**config.mk**
```make
export PLATFORM = sky130hd
export DESIGN_NAME = uart_rx_sampler_flat
export DESIGN_NICKNAME = d
export VERILOG_FILES = /design/src/rtl/uart_rx_pkg.sv /design/src/rtl/uart_rx_sampler_if.sv /design/src/rtl/uart_rx_sampler_counter.sv /design/src/rtl/uart_rx_sampler.sv /design/src/flat_wrapper.sv
export SDC_FILE = /design/constraint.sdc
export NUM_CORES = 1
export LEC_CHECK = 0
export ABC_CLOCK_PERIOD_IN_PS = 2000
export BUFFER_PORTS_ARGS = -buffer_cell sky130_fd_sc_hd__buf_2
export CORE_AREA = 3 3 61 63
export CTS_CLUSTER_SIZE = 10
export DETAILED_ROUTE_END_ITERATION = 10
export DIE_AREA = 0 0 64 66
export MAX_ROUTING_LAYER = met4
export PLACE_DENSITY = 0.78
export SLEW_MARGIN = 20
export SYNTH_ARGS = -nofsm -noshare
export SYNTH_HDL_FRONTEND = slang
export SYNTH_SLANG_ARGS = --single-unit
export TNS_END_PERCENT = 30
```
**constraint.sdc**
```tcl
create_clock -name CLK -period 2 [get_ports CLK]
set_input_delay 0 -clock CLK [delete_from_list [all_inputs] [get_ports CLK]]
set_output_delay 0 -clock CLK [all_outputs]
set_load 0.005 [all_outputs]
```
**src/rtl/uart_rx_pkg.sv**
```systemverilog
// Shared constants and helpers for the UART receive sampler.
// Prescale legality, field widths and the 2-of-3 vote live here.
package uart_rx_pkg;

    localparam int PRE_W  = 6;
    localparam int DATA_W = 8;
    localparam int EDGE_W = 5;
    localparam int BIT_W  = 4;
    localparam int SMP_N  = 3;

    localparam logic [PRE_W-1:0] PRESCALE_8  = 6'd8;
    localparam logic [PRE_W-1:0] PRESCALE_16 = 6'd16;
    localparam logic [PRE_W-1:0] PRESCALE_32 = 6'd32;
    localparam logic [PRE_W-1:0] DEFAULT_PRESCALE = PRESCALE_8;

    localparam logic [PRE_W-1:0]  PRE_ONE  = 6'd1;
    localparam logic [PRE_W-1:0]  PRE_TWO  = 6'd2;
    localparam logic [EDGE_W-1:0] EDGE_ONE = 5'd1;
    localparam logic [BIT_W-1:0]  BIT_ONE  = 4'd1;
    localparam logic [BIT_W-1:0]  BIT_MAX  = 4'd15;

    localparam logic [SMP_N-1:0]  SAMPLE_RST = 3'b111;
    localparam logic [DATA_W-1:0] DATA_RST   = 8'h00;

    // Illegal ratios fall back to the default so the counters
    // always see a power-of-two bit period.
    function automatic logic [PRE_W-1:0] eff_prescale(
        input logic [PRE_W-1:0] p
    );
        logic [PRE_W-1:0] r;
        r = DEFAULT_PRESCALE;
        if (p == PRESCALE_8 || p == PRESCALE_16 ||
            p == PRESCALE_32)
            r = p;
        return r;
    endfunction

    function automatic logic majority3(
        input logic [SMP_N-1:0] s
    );
        return (s[0] & s[1]) | (s[0] & s[2]) | (s[1] & s[2]);
    endfunction

endpackage

```
**src/rtl/uart_rx_sampler_if.sv**
```systemverilog
// Line, control and result bundle between the RX FSM side
// and the oversampling/deserialising block.
interface uart_rx_sampler_if;
    import uart_rx_pkg::*;

    logic              RX_IN;
    logic [PRE_W-1:0]  Prescale;
    logic              enable;
    logic              deser_en;
    logic [EDGE_W-1:0] edge_cnt;
    logic [BIT_W-1:0]  bit_cnt;
    logic              sampled_bit;
    logic [DATA_W-1:0] P_DATA;
    logic              bit_done;

    modport master (
        output RX_IN,
        output Prescale,
        output enable,
        output deser_en,
        input  edge_cnt,
        input  bit_cnt,
        input  sampled_bit,
        input  P_DATA,
        input  bit_done
    );

    modport slave (
        input  RX_IN,
        input  Prescale,
        input  enable,
        input  deser_en,
        output edge_cnt,
        output bit_cnt,
        output sampled_bit,
        output P_DATA,
        output bit_done
    );

endinterface

```
**src/rtl/uart_rx_sampler_counter.sv**
```systemverilog
// Oversample (edge) and bit position counters for one frame.
// bit_last marks the final oversample of a bit, combinationally.
module edge_bit_counter
    import uart_rx_pkg::*;
(
    input  logic              CLK,
    input  logic              RST,
    input  logic              enable,
    input  logic [PRE_W-1:0]  prescale,
    output logic [EDGE_W-1:0] edge_cnt,
    output logic [BIT_W-1:0]  bit_cnt,
    output logic              bit_done,
    output logic              bit_last
);

    logic [PRE_W-1:0] edge_ext;
    logic [PRE_W-1:0] last_idx;

    assign edge_ext = {{(PRE_W-EDGE_W){1'b0}}, edge_cnt};
    assign last_idx = prescale - PRE_ONE;

    // ">=" so a prescale shrink past the current index
    // still closes the bit on the next cycle.
    assign bit_last = enable && (edge_ext >= last_idx);

    // Oversample index: run while framing, wrap at P-1.
    always_ff @(posedge CLK or posedge RST) begin
        if (RST) begin
            edge_cnt <= '0;
        end else if (!enable || bit_last) begin
            edge_cnt <= '0;
        end else begin
            edge_cnt <= edge_cnt + EDGE_ONE;
        end
    end

    // Bit index: advance on each bit boundary, saturating.
    always_ff @(posedge CLK or posedge RST) begin
        if (RST) begin
            bit_cnt <= '0;
        end else if (!enable) begin
            bit_cnt <= '0;
        end else if (bit_last && (bit_cnt != BIT_MAX)) begin
            bit_cnt <= bit_cnt + BIT_ONE;
        end
    end

    // Registered end-of-bit strobe, one cycle wide.
    always_ff @(posedge CLK or posedge RST) begin
        if (RST) begin
            bit_done <= 1'b0;
        end else begin
            bit_done <= bit_last;
        end
    end

endmodule

```
**src/rtl/uart_rx_sampler.sv**
```systemverilog
// UART receive sampler: 3-point majority vote around mid-bit
// and LSB-first deserialiser, driven by edge_bit_counter.
module uart_rx_sampler
    import uart_rx_pkg::*;
(
    input  logic CLK,
    input  logic RST,
    uart_rx_sampler_if.slave bus
);

    logic [PRE_W-1:0]  p_eff;
    logic [PRE_W-1:0]  half;
    logic [PRE_W-1:0]  edge_ext;
    logic [EDGE_W-1:0] edge_cnt;
    logic [BIT_W-1:0]  bit_cnt;
    logic              bit_done;
    logic              bit_last;
    logic [SMP_N-1:0]  samples;
    logic              sampled_q;
    logic [DATA_W-1:0] data_q;
    logic              cap0;
    logic              cap1;
    logic              cap2;
    logic              vote;

    assign p_eff    = eff_prescale(bus.Prescale);
    assign half     = p_eff >> 1;
    assign edge_ext = {{(PRE_W-EDGE_W){1'b0}}, edge_cnt};

    // Sample points straddle the bit centre; the vote lands
    // one cycle after the last of them.
    assign cap0 = bus.enable && (edge_ext == half - PRE_ONE);
    assign cap1 = bus.enable && (edge_ext == half);
    assign cap2 = bus.enable && (edge_ext == half + PRE_ONE);
    assign vote = bus.enable && (edge_ext == half + PRE_TWO);

    edge_bit_counter u_cnt (
        .CLK      (CLK),
        .RST      (RST),
        .enable   (bus.enable),
        .prescale (p_eff),
        .edge_cnt (edge_cnt),
        .bit_cnt  (bit_cnt),
        .bit_done (bit_done),
        .bit_last (bit_last)
    );

    // Capture the line at the three mid-bit oversamples.
    always_ff @(posedge CLK or posedge RST) begin
        if (RST) begin
            samples <= SAMPLE_RST;
        end else begin
            if (cap0) samples[0] <= bus.RX_IN;
            if (cap1) samples[1] <= bus.RX_IN;
            if (cap2) samples[2] <= bus.RX_IN;
        end
    end

    // Resolve the bit value by 2-of-3 majority.
    always_ff @(posedge CLK or posedge RST) begin
        if (RST) begin
            sampled_q <= 1'b1;
        end else if (vote) begin
            sampled_q <= majority3(samples);
        end
    end

    // Shift data bits in from the top at each data-bit end.
    always_ff @(posedge CLK or posedge RST) begin
        if (RST) begin
            data_q <= DATA_RST;
        end else if (bit_last && bus.deser_en) begin
            data_q <= {sampled_q, data_q[DATA_W-1:1]};
        end
    end

    assign bus.edge_cnt    = edge_cnt;
    assign bus.bit_cnt     = bit_cnt;
    assign bus.bit_done    = bit_done;
    assign bus.sampled_bit = sampled_q;
    assign bus.P_DATA      = data_q;

endmodule

```
**src/flat_wrapper.sv**
```systemverilog
// flat-port wrapper written by rule: the top's interface ports become plain ports
module uart_rx_sampler_flat import uart_rx_pkg::*;
  (CLK, RST, bus_RX_IN, bus_Prescale, bus_enable, bus_deser_en, bus_edge_cnt, bus_bit_cnt, bus_sampled_bit, bus_P_DATA, bus_bit_done);
  uart_rx_sampler_if bus_i ();
  input  logic CLK;
  input  logic RST;
  input wire logic [$bits(bus_i.RX_IN)-1:0] bus_RX_IN;
  input wire logic [$bits(bus_i.Prescale)-1:0] bus_Prescale;
  input wire logic [$bits(bus_i.enable)-1:0] bus_enable;
  input wire logic [$bits(bus_i.deser_en)-1:0] bus_deser_en;
  output wire logic [$bits(bus_i.edge_cnt)-1:0] bus_edge_cnt;
  output wire logic [$bits(bus_i.bit_cnt)-1:0] bus_bit_cnt;
  output wire logic [$bits(bus_i.sampled_bit)-1:0] bus_sampled_bit;
  output wire logic [$bits(bus_i.P_DATA)-1:0] bus_P_DATA;
  output wire logic [$bits(bus_i.bit_done)-1:0] bus_bit_done;
  assign bus_i.RX_IN = bus_RX_IN;
  assign bus_i.Prescale = bus_Prescale;
  assign bus_i.enable = bus_enable;
  assign bus_i.deser_en = bus_deser_en;
  assign bus_edge_cnt = bus_i.edge_cnt;
  assign bus_bit_cnt = bus_i.bit_cnt;
  assign bus_sampled_bit = bus_i.sampled_bit;
  assign bus_P_DATA = bus_i.P_DATA;
  assign bus_bit_done = bus_i.bit_done;
  uart_rx_sampler u_core (.CLK(CLK), .RST(RST), .bus(bus_i));
endmodule
```
* Yosys cells after proc, flatten, opt, wreduce, memory -nomap -nowiden
Cells that the tools add are included.
Cells by class: add/subtract/negate cells 6, multiply operators 0, divide/modulo/power cells 0, order comparisons 1, eq/ne operators 9, shift operators 0, muxes and demuxes 4, bitwise logic cells 5, reduce and logical (&&, ||, !) cells 11
Operators by type and width (number):
- == test 5 x 6 -> 1 bit | 3
- 2-to-1 mux 4 bit | 2
- logical AND 1 bit | 7
- adder 5 x 1 -> 6 bit, second input constant | 1
- adder 5 x 2 -> 6 bit, second input constant | 1
- == test 6 x 4 -> 1 bit, second input constant | 1
- == test 6 x 5 -> 1 bit, second input constant | 1
- == test 6 bit, second input constant | 1
- greater-or-equal comparator 5 x 6 -> 1 bit | 1
- 2-to-1 mux 6 bit | 1
- subtractor 5 x 1 -> 6 bit, second input constant | 1
- subtractor 6 x 1 -> 6 bit, second input constant | 1
- adder 5 x 1 -> 5 bit, second input constant | 1
- == test 5 bit | 1
- 2-to-1 mux 5 bit | 1
- adder 4 x 1 -> 4 bit, second input constant | 1
- inequality test 4 bit, second input constant | 1
- bitwise AND 1 bit | 3
- logical OR 1 bit | 3
- inequality test 2 x 1 -> 1 bit, second input constant | 1
- OR 1 bit | 2
- zero test 1 bit | 1
Storage, ports and cells: register bits 22, bits in latches 0, bits in writable memories 0, ROM bits 0, output and inout bits 19, logic and storage cells 44, memories kept 0

* Longest topological paths before layout
depth in word-level cells 10, mapped depth 13

* Modules after synthesis
Synthesis repeated with hierarchy kept, for this count alone.
Second synthesis, totals: cells, all modules 140, area total of the unflattened synthesis 1473.9 µm²
By module, submodules not included:
- uart_rx_sampler | instances 1, cells each 72, area an instance 807.0 µm², sequential area each 305.3 µm²
- edge_bit_counter | instances 1, cells each 68, area an instance 666.9 µm², sequential area each 250.2 µm²

* Least setup slack after synthesis
No wires, ideal clock.
path kind input -> register, start input port bus_Prescale[1], end register u_core.data_q[0] (netlist: u_core.bus.P_DATA[0]), library setup time 0.125 ns, arrival time 2.468 ns, slack -0.593 ns, cell stages on the path 11, path buffers 0, cell sequence nor4_1 > nand2_2 > inv_1 > ha_1 > nand2_1 > xnor2_1 > ha_1 > a211o_1 > a21oi_1 > nor3_4 > mux2_4
Between the ends: word-level cells in the longest chain between the ends 8, elaborated cells on any way between the ends 10, those cells by class add/sub (1); order compare (1); eq/ne (3); mux (1); reduce/logical (4)
Ends and longest elaborated chain:
- start, declared | RTL line flat_wrapper.sv:8 | input wire logic [$bits(bus_i.Prescale)-1:0] bus_Prescale;
- == test 6 x 4 -> 1 bit or == test 6 x 5 -> 1 bit (tied branches) | RTL line uart_rx_pkg.sv:32 | if (p == PRESCALE_8 || p == PRESCALE_16 ||
- logical OR 1 bit (2 in a row) | RTL line uart_rx_pkg.sv:32
- 2-to-1 mux 6 bit * | RTL line uart_rx_pkg.sv:32
- subtractor 6 x 1 -> 6 bit * | RTL line uart_rx_sampler_counter.sv:20 | assign last_idx = prescale - PRE_ONE;
- greater-or-equal comparator 5 x 6 -> 1 bit * | RTL line uart_rx_sampler_counter.sv:24 | assign bit_last = enable && (edge_ext >= last_idx);
- logical AND 1 bit * | RTL line uart_rx_sampler_counter.sv:24
- logical AND 1 bit * | RTL line uart_rx_sampler.sv:72 | end else if (bit_last && bus.deser_en) begin
- end signal, assigned | RTL line uart_rx_sampler.sv:73 | data_q <= {sampled_q, data_q[DATA_W-1:1]};
- end, declared | RTL line uart_rx_sampler.sv:20 | logic [DATA_W-1:0] data_q;
Every way passes the cells marked *; elsewhere a longest branch is shown, timed or not. A chain may end at the register's enable or synchronous reset.

* Worst setup path in the final report
start input port bus_Prescale[2], end register u_core.data_q[3] (netlist: u_core.bus.P_DATA[3])
Same word-level chain as after synthesis.

==> results.ini <==
[clock_tree]
clk_latency_ns = 0.31
cts.clk_slew.worst_paths_ns = 0.13
cts_buffers = 3
clockBufferDepth = 2
cts_tree = built
htreeDepth = 1
cts.sinks = 22
cts-root-buf = clkbuf_4

[min_path]
hold_depth = 3
min_path_type = primary input to flip-flop
hold_start = bus_enable
hold_path_end = u_core.u_cnt.bit_cnt[0]

[final_layout]
register_area_um2 = 556
area_delta_synth_final_pct = 28.2
mostFrequentLayoutCell = buf_2
finalNetCount = 215
antenna_cells = 0
final_cell_mix = 29 x buf_2, 18 x dfrtp_1, 14 x buf_4, 11 x xnor2_1, 11 x ha_1
fin_cells = 237
drive_gt1_frac = 0.414
nFillCells = 275
multi_input_area_um2 = 1020
stdcell_area_um2 = 2000

[critical_path]
start_kind = primary input
r2r_start = u_core.u_cnt.edge_cnt[0]
arrival_ns = 2.18
rrSetupSlack_ns = 0.13
reg2reg_depth = 8
regToRegEndpoint = u_core.bus.P_DATA[3]
required_ns = 2.21
endpoint_kind = flip-flop
crit_fanout = 8
setup.worst_path.class = primary input to flip-flop

[routing]
ant_nets = 0
vias_per_cell = 5.26
routedWlPerCell_um = 14.7
drt_pass1_iterations = 4
routed_wirelength_mm = 3.48
routed-via-count = 1247
drc = 0
drt-initial-drc-count = 69

[floorplanning]
die_w_um = 64
num_rows = 21
fp.dieArea_um2 = 4220
io_pins = 30
start_util = 0.474
coreArea_um2 = 3280
die_h_um = 66

[timing]
hold_ws_ns = 0.0330
finalSetupViolCount = 0
period_share = 0.984
worst_slew_pin_slew_ns = 0.823
fmax_ghz = 0.508
maxSlewViolCount = 0
hold_violations = 0
period_minus_slack_ns = 1.97
fin_ws_ns = 0.0311
fin_worst_skew_ns = 0.00281
slew_headroom = 0.451
rsz0062_at_grt = true

[place]
routabilityCongestion = 0.798
place_hpwl_mm = 2.61
post-place-ws_ns = -0.451
portBuffers = 29
postPlaceCellArea_um2 = 1870
placedCellCount = 229

[yosys]
ys_warn_count = 0
synthArstFlopShare = 1.00
synth_seq_area_share = 0.357
ys_seq_elements = 22
syn_inst = 142
netlist_area_um2 = 1560
yosysUniqueCellTypes = 56
postSynthAreaPerCell_um2 = 11.0
synth_flop_cell = dfrtp_1
synth-edff-count = 0

[pwr]
p_per_area_nw_per_um2 = 611
ir_worst_vdd_v = 0.000308
power_leakage_nw = 0.986
p_total_mw = 1.22

[global_route]
grt-ovfl-total = 0
grt_use_met3 = 0.0289
grt_pass1_wl_mm = 6.15
antenna_found_initial = 0
grtUsageTotal = 0.191
grt_pass1_vias = 1311
grt_max_degree = 23
grt_use_met2 = 0.359
grt.met1_usage = 0.209
grt.busiest_layer = met2

[job]
max-cap-violations = 0

[run_status]
status = finished, final reports clean

## sequential cells by signal, indices dropped and copies added (netlist names)
register	flops
u_core.samples	3
u_core.u_cnt.edge_cnt	5
u_core.u_cnt.bit_cnt	4
u_core.bus.P_DATA	8
u_core.u_cnt.bit_done	1
u_core.bus.sampled_bit	1
## layer usage
layer | vias to the layer above | share of wire
met5 | - | 0
met4 | 0 | 0.0098
met3 | 5 | 0.024
met2 | 23 | 0.55
met1 | 613 | 0.42
li1 | 606 | -
## what timing repair did
item	CTS	global route
gates resized for setup	4	1
buffers inserted	1	4
hold buffers	2	0
hold endpoints to repair	21	0
pin swaps	1	1
endpoints found under the setup margin	10	17
## worst max-delay path, stage by stage
cell     delay, ns
buf_2         0.12
nor4_4        0.30
nand2_2       0.10
inv_2         0.08
ha_4          0.13
nand2_2       0.04
xnor2_1       0.12
ha_1          0.29
a211o_1       0.30
a21oi_4       0.17
nor3_4        0.07
buf_12        0.16
mux2_4        0.29
## cell usage after synthesis (2+ instances only)
cell / number / area (µm²)
dfrtp_1: 18 / 450
ha_1: 12 / 150
xnor2_1: 11 / 96.3
mux2_4: 9 / 135
nand2_1: 7 / 26.3
inv_1: 6 / 22.5
and3_1: 5 / 31.3
clkbuf_1: 4 / 15.0
dfstp_2: 4 / 105
nand2b_1: 4 / 25.0
nand3_1: 4 / 20.0
nor3_1: 4 / 20.0
mux2i_1: 3 / 30.0
nor2_1: 3 / 11.3
a311oi_1: 2 / 17.5
conb_1: 2 / 7.51
mux2_2: 2 / 22.5
nor3b_1: 2 / 15.0
o221a_2: 2 / 22.5
xor2_1: 2 / 17.5
## how the worst max path moves through the flow
stage                    startpoint                    to  slack [ns]  cells after the start
floorplan           bus_Prescale[2]  u_core.bus.P_DATA[0]       0.005                      8
global placement    bus_Prescale[2]  u_core.bus.P_DATA[7]       -0.36                     12
detailed placement  bus_Prescale[2]  u_core.bus.P_DATA[6]       -0.45                     12
CTS                 bus_Prescale[2]  u_core.bus.P_DATA[0]        0.03                     13
global route        bus_Prescale[2]  u_core.bus.P_DATA[2]       -0.08                     13
finish              bus_Prescale[2]  u_core.bus.P_DATA[3]        0.03                     13
## layout make-up
| type | instances | area share |
|---|---|---|
| clock buffers | 3 | 0.0113 |
| clock inverters | 1 | 0.0150 |
| inverters | 6 | 0.0113 |
| multi-input cells | 113 | 0.510 |
| flip-flops and latches | 22 | 0.278 |
| well taps | 46 | 0.0288 |
| repair buffers | 46 | 0.145 |
## cell families after synthesis
kind of cell,count (synthesis),synth area share
adder cells (fa/ha/maj),13,0.103
AO/OA/AOI/OAI,19,0.111
buffers and inverters,14,0.0418
AND/OR/NAND/NOR,44,0.182
flip-flops,22,0.357
other,2,0.00482
multiplexers,15,0.128
XOR/XNOR,13,0.0732
## per-stage QoR
step	setup TNS (ns)	util
3_3_place_gp	-5.17	0.569
5_1_grt	-0.846	0.608
6_report	0	0.608
2_1_floorplan	0	-
4_1_cts	0	0.605
3_5_place_dp	-6.45	0.569
## power breakdown
| group | switching (mW) | internal (mW) |
|---|---|---|
| combinational | 0.157 | 0.167 |
| sequential | 0.0343 | 0.515 |
| clock | 0.143 | 0.203 |
| total | 0.335 | 0.885 |
Power figures use the tool's default switching activity.
